File: config.mk
export PLATFORM = sky130hd
export DESIGN_NAME = cache_controller
export DESIGN_NICKNAME = d
export VERILOG_FILES = /design/src/rtl/cache_controller.sv
export SDC_FILE = /design/constraint.sdc
export NUM_CORES = 1
export LEC_CHECK = 0
export CAP_MARGIN = 20
export CORE_AREA = 2 2 74 76
export CTS_BUF_LIST = sky130_fd_sc_hd__clkbuf_4 sky130_fd_sc_hd__clkbuf_8 sky130_fd_sc_hd__clkbuf_16
export CTS_CLUSTER_SIZE = 25
export DETAILED_ROUTE_END_ITERATION = 8
export DIE_AREA = 0 0 76 78
export PLACE_DENSITY = 0.95
export SLEW_MARGIN = 0
export SYNTH_ARGS = -nofsm -noshare
export SYNTH_HDL_FRONTEND = slang
export SYNTH_SLANG_ARGS = --single-unit
export TNS_END_PERCENT = 20
File: constraint.sdc
create_clock -name clk -period 2.5 [get_ports clk]
set_clock_uncertainty 0.2 [all_clocks]
set_input_delay 0.375 -clock clk [delete_from_list [all_inputs] [get_ports clk]]
set_output_delay 0.375 -clock clk [all_outputs]
set_load 0.02 [all_outputs]
File: src/rtl/cache_controller.sv
// rtl/cache_controller.sv - per-request control FSM for the direct-mapped cache
// Optional: define CACHE_CTRL_PERF_CNT_EN to build the hit/miss performance counters.
module cache_controller #(
  parameter int SET_SIZE  = 2,
  parameter int TAG_SIZE  = 30,
  parameter bit READ_ONLY = 1'b0
) (
  input  logic                clk,
  input  logic                reset,
  input  logic                req_valid,
  input  logic                req_write,
  input  logic [TAG_SIZE-1:0] req_tag,
  output logic                req_ready,
  output logic                req_done,
  input  logic                valid_block_match,
  input  logic                valid_dirty_bit,
  input  logic [TAG_SIZE-1:0] selected_tag,
  output logic                clear_selected_valid_bit,
  output logic                finish_new_line_install,
  output logic                set_selected_dirty_bit,
  output logic                clear_selected_dirty_bit,
  output logic                cpu_data_we,
  output logic                fill_data_we,
  output logic                mem_req_valid,
  output logic                mem_req_write,
  output logic [TAG_SIZE-1:0] mem_req_tag,
  input  logic                mem_resp_valid,
  output logic [31:0]         hit_count,
  output logic [31:0]         miss_count
);

  if (SET_SIZE < 1 || TAG_SIZE < 1) begin : g_bad_cfg
    $error("cache_controller: SET_SIZE and TAG_SIZE must be positive");
  end

  typedef enum logic [1:0] {S_IDLE, S_COMPARE, S_WRITEBACK, S_FILL} state_t;

  state_t r_state;
  logic   r_write;
  logic   r_req_ready;
  logic   r_mem_req_valid;
  logic   r_mem_req_write;

  logic   w_hit;
  logic   w_miss;
  logic   w_wb_done;
  logic   w_fill_done;

  assign w_hit       = (r_state == S_COMPARE) && valid_block_match;
  assign w_miss      = (r_state == S_COMPARE) && !valid_block_match;
  assign w_wb_done   = (r_state == S_WRITEBACK) && mem_resp_valid;
  assign w_fill_done = (r_state == S_FILL) && mem_resp_valid;

  // After a fill the FSM re-enters COMPARE; the re-lookup hits and completes the request.
  always_ff @(posedge clk) begin
    if (reset) begin
      r_state         <= S_IDLE;
      r_write         <= 1'b0;
      r_req_ready     <= 1'b1;
      r_mem_req_valid <= 1'b0;
      r_mem_req_write <= 1'b0;
    end else begin
      case (r_state)
        S_IDLE: begin
          if (req_valid) begin
            r_state     <= S_COMPARE;
            r_write     <= req_write && !READ_ONLY;
            r_req_ready <= 1'b0;
          end
        end
        S_COMPARE: begin
          if (valid_block_match) begin
            r_state     <= S_IDLE;
            r_req_ready <= 1'b1;
          end else if (valid_dirty_bit && !READ_ONLY) begin
            r_state         <= S_WRITEBACK;
            r_mem_req_valid <= 1'b1;
            r_mem_req_write <= 1'b1;
          end else begin
            r_state         <= S_FILL;
            r_mem_req_valid <= 1'b1;
            r_mem_req_write <= 1'b0;
          end
        end
        S_WRITEBACK: begin
          if (mem_resp_valid) begin
            r_state         <= S_FILL;
            r_mem_req_write <= 1'b0;
          end
        end
        S_FILL: begin
          if (mem_resp_valid) begin
            r_state         <= S_COMPARE;
            r_mem_req_valid <= 1'b0;
          end
        end
        default: r_state <= S_IDLE;
      endcase
    end
  end

  assign req_ready                = r_req_ready;
  assign req_done                 = w_hit;
  assign set_selected_dirty_bit   = READ_ONLY ? 1'b0 : (w_hit && r_write);
  assign cpu_data_we              = READ_ONLY ? 1'b0 : (w_hit && r_write);
  assign clear_selected_dirty_bit = READ_ONLY ? 1'b0 : w_wb_done;
  assign clear_selected_valid_bit = w_wb_done;
  assign fill_data_we             = w_fill_done;
  assign finish_new_line_install  = w_fill_done;
  assign mem_req_valid            = r_mem_req_valid;
  assign mem_req_write            = r_mem_req_write;
  assign mem_req_tag              = !r_mem_req_valid ? '0 :
                                    (r_mem_req_write ? selected_tag : req_tag);

`ifdef CACHE_CTRL_PERF_CNT_EN
  logic        r_retry;
  logic [31:0] r_hit_count;
  logic [31:0] r_miss_count;

  // The retry flag keeps the post-fill re-lookup from counting as a hit.
  always_ff @(posedge clk) begin
    if (reset) begin
      r_retry      <= 1'b0;
      r_hit_count  <= 32'd0;
      r_miss_count <= 32'd0;
    end else begin
      if (r_state == S_IDLE && req_valid) begin
        r_retry <= 1'b0;
      end else if (w_miss) begin
        r_retry <= 1'b1;
      end
      if (w_hit && !r_retry) begin
        r_hit_count <= r_hit_count + 32'd1;
      end
      if (w_miss) begin
        r_miss_count <= r_miss_count + 32'd1;
      end
    end
  end

  assign hit_count  = r_hit_count;
  assign miss_count = r_miss_count;
`else
  assign hit_count  = 32'd0;
  assign miss_count = 32'd0;
`endif

endmodule

# After elaboration in Yosys (flattened, before gate mapping)
# Index checks and enable logic that the tools add are counted.
[word_totals]
word_cells = 43
ff_bits = 6
in_bits = 67
[op_classes]
reduce_logical = 13
n_mux = 17
n_eq_ne = 8
[ops]
columns = ["cell", "count"]
rows = [
  ["30-bit two-way mux", 2],
  ["3-bit AND reduction", 4],
  ["2-bit != test (second input constant)", 5],
  ["2-bit two-way mux", 4],
  ["2-bit one-hot mux with 4 select lines", 1],
  ["1-bit two-way mux", 7],
  ["1-bit one-hot mux with 2 select lines", 3],
  ["2-bit nonzero test", 3],
  ["2-bit equality test (second input constant)", 2],
  ["1-bit logical AND", 4],
  ["2-bit by 1-bit equality test with 1-bit output (second input constant)", 1],
  ["2-bit logical NOT", 1],
  ["2-bit AND reduction", 1],
]

# Logic depth before layout (Yosys ltp)
[logic_depth]
word_depth = 3
depth_mapped = 5

# Least setup slack after synthesis
# No wires, ideal clock.
[synth_timing]
path_type = "register to output"
from = "reg r_mem_req_write, in the netlist mem_req_write"
to = "out mem_req_tag[0]"
t_arrival_ps = 1148
path_stages_with_launch = 5
t_required_ps = 1925
slack_ps = 777
path_buffers = 2
path_cell_list = "dfxtp_1 > buf_4 > buf_6 > mux2i_1 > nor2b_1"
[synth_via]
elab_chain_len = 2
[synth_lines]
columns = ["element", "line", "text"]
rows = [
  ["from (decl)", "42", "logic r_mem_req_write;"],
  ["from (signal assigned)", "61", "r_mem_req_write <= 1'b0;"],
  ["from (signal assigned)", "78", "r_mem_req_write <= 1'b1;"],
  ["from (signal assigned)", "82", "r_mem_req_write <= 1'b0;"],
  ["30-bit two-way mux", "113", "(r_mem_req_write ? selected_tag : req_tag);"],
  ["30-bit two-way mux", "112", "assign mem_req_tag = !r_mem_req_valid ? '0 :"],
  ["to (decl)", "26", "output logic [TAG_SIZE-1:0] mem_req_tag,"],
]
# No other way between the ends.

# Final worst setup path
[layout_timing]
from = "reg r_state[0]"
to = "out clear_selected_dirty_bit"
[layout_via]
elab_chain_len = 2
[layout_lines]
columns = ["element", "line", "text"]
rows = [
  ["from (decl)", "38", "state_t r_state;"],
  ["from (signal assigned)", "57", "r_state <= S_IDLE;"],
  ["from (signal assigned)", "66", "r_state <= S_COMPARE;"],
  ["from (signal assigned)", "73", "r_state <= S_IDLE;"],
  ["2-bit equality test", "51", "assign w_wb_done = (r_state == S_WRITEBACK) && mem_resp_valid;"],
  ["1-bit logical AND", "51", ""],
  ["to (decl)", "21", "output logic clear_selected_dirty_bit,"],
]
# No other way between the ends.

==> impl_metrics.json <==
{
  "rows": 26,
  "grt_usage_pct": 11.5,
  "reg2reg_slack_ps": 860,
  "gr-total-overflow": 0,
  "final_cells": 353,
  "path_clk_slew_ps": 40,
  "area_growth_pct": 62.1,
  "routed-via-count": 1359,
  "report.final.slew_viol_count": 0,
  "numClockSinks": 6,
  "hold-worst-slack_ps": 264,
  "required_ps": 1920,
  "ys_seq_elements": 6,
  "maxCapViolCount": 0,
  "hp-class": "register to register",
  "start_util_pct": 29.2,
  "cts-root-buf": "clkbuf_8",
  "grt_pass1_wl_microns": 5740,
  "worst_ep_arrival_time_ps": 1750,
  "synth.top_cell.area_share_pct": 34.6,
  "critPathMaxFanout": 5,
  "synth_warnings": 0,
  "synth_area_per_cell_sq_um": 8.14,
  "io_pins": 171,
  "antenna_found_initial": 0,
  "ir_drop_uv": 261,
  "tritoncts": "built",
  "dieArea_sq_mm": 0.00593,
  "cts_hold_buf": 0,
  "period_needed_ps": 2330,
  "syn_inst": 181,
  "placed_cell_area_sq_mm": 0.00235,
  "drive_above_1_share_pct": 4.59,
  "synth_most_common_cell": "buf_4",
  "async_reset_ff_share_pct": 0,
  "status": "completed",
  "syn-cell-area_sq_mm": 0.00147,
  "cts_resized": 0,
  "crit_path_start_kind": "register",
  "p_leak_nw": 0.975,
  "r2r_end": "r_state[1]$_SDFFE_PP0P_",
  "wl_per_cell_microns": 11.0,
  "cts.htree.levels": 1,
  "grt_pass1_vias": 1254,
  "drtIter0Drc": 15,
  "yosysTopAreaCell": "buf_4",
  "drt_first_pass_iters": 4,
  "path_class": "register to output pin",
  "final_cell_area_sq_mm": 0.00239,
  "finalCritPeriodShare_pct": 93.1,
  "hp-start": "r_write$_SDFFE_PP0P_",
  "fmax_mhz": 430,
  "seqCellArea_sq_um": 121,
  "ant_nets": 0,
  "die_width_microns": 76,
  "seq_area_frac_synth_pct": 8.15,
  "endpoint_kind": "output pin",
  "rsz0062_at_grt": "no",
  "setup_viol": 0,
  "synth_common_cells": "buf_4 (68), mux2i_1 (32), nor2b_1 (30)",
  "dp.final_hpwl_microns": 3310,
  "setup-tns-final_ps": 0,
  "synth.distinct_cells": 27,
  "dp.cells": 350,
  "drc": 0,
  "die_y_microns": 78,
  "fin_util_pct": 47.4,
  "port_buffers": 106,
  "power_density_mw_per_mm2": 333,
  "synth.area.top_cells": "buf_4 (35%), mux2i_1 (22%), nor2b_1 (13%)",
  "viasPerCell": 3.85,
  "post_cts_buffers": 0,
  "setup.worst_path.start": "r_state[0]$_SDFFE_PP0P_",
  "hold_viol": 0,
  "routed_wl_microns": 3880,
  "r2r-start": "r_state[0]$_SDFFE_PP0P_",
  "cp-endpoint": "clear_selected_dirty_bit",
  "nFillCells": 507,
  "cts_buffer_depth": 2,
  "gp_congestion": 0.791,
  "grt_max_degree": 32,
  "diodes": 0,
  "rr_worst_depth": 5,
  "nets": 358,
  "core_area_sq_mm": 0.00504,
  "cts_made_buffers": 3,
  "synth-main-ff-cell": "dfxtp_1",
  "synth_enable_flop_cells": 0,
  "multiInputGateArea_sq_mm": 0.00102,
  "clk_latency_ps": 230
}
power breakdown:
part	internal [W]	switching, W	leakage (nW)
clock network	0.000104	0.0000447	0.0216
registers	0.000108	0.00000983	0.0498
logic	0.000257	0.000272	0.903
total	0.000468	0.000327	0.975
registers in the layout (all words and copies together) (netlist names):
name and flops:
r_write 1, req_ready 1, mem_req_valid 1, mem_req_write 1, r_state 2
cells by family (layout without fill, tap and decap cells):
logic type	count (synthesis)	count (layout)	share of synthesized area [%]
other	1	64	0.254
adders and majority gates	6	6	5.09
DFF	6	6	8.15
buffers and inverters	78	117	38.7
and+or+nand+nor	44	44	18.3
muxes	32	32	21.7
AOI/OAI and AO/OA	14	14	7.73
area by class of cell:
type	count	share of cell area [%]
inverter	4	0.629
sequential	6	5.08
multi-input combinational	160	42.7
timing repair buffer	110	46.2
clock buffer	3	1.73
tap	70	3.67
placed cells by master, fill, tap and decap left out:
cell type	count
nand3_1	1
a311oi_1	1
a21oi_2	1
o211ai_1	1
inv_1	4
clkdlybuf4s50_1	106
a211oi_1	1
dfxtp_1	5
nor2b_1	30
dfxtp_2	1
mux2i_1	32
a21oi_1	6
and3_1	1
nor2_1	1
o21bai_4	1
nand2_1	3
clkbuf_8	3
or3b_1	1
conb_1	64
o41ai_2	1
a211o_1	1
and2_2	1
and2_1	2
ha_1	6
nand2b_2	1
nand2b_1	3
buf_12	1
buf_4	3
o21bai_1	1
worst min path at each step:
stage                                       to  slack [ps]  depth (start not counted)
after CTS                 r_write$_SDFFE_PP0P_         260                          2
after global placement    r_write$_SDFFE_PP0P_         240                          2
after global routing      r_write$_SDFFE_PP0P_         280                          2
after floorplan           r_write$_SDFFE_PP0P_         230                          2
after detailed placement  r_write$_SDFFE_PP0P_         250                          2
final                     r_write$_SDFFE_PP0P_         260                          2
routing by layer:
layer / track usage, % / up-vias / wire length (microns)
met2: 23.8 / 92 / 2100
li1: - / 669 / -
met1: 11.4 / 596 / 1360
met4: 1.64 / 0 / 10
met3: 3.26 / 2 / 413
met5: 0 / - / 0
metrics by stage:
step / setup WS, ps / power (W)
after floorplan: 777 / 0.000503
after global placement: 212 / 0.000639
after detailed placement: 185 / 0.000649
after CTS: 163 / 0.000801
after global routing: 102 / 0.000838
final: 172 / 0.000795
critical path, stage by stage, from the launching register on:
cell and delay [ps]:
dfxtp_1 410, inv_1 110, ha_1 270, and2_2 200, clkdlybuf4s50_1 540
(Power assumes the default switching activity.)
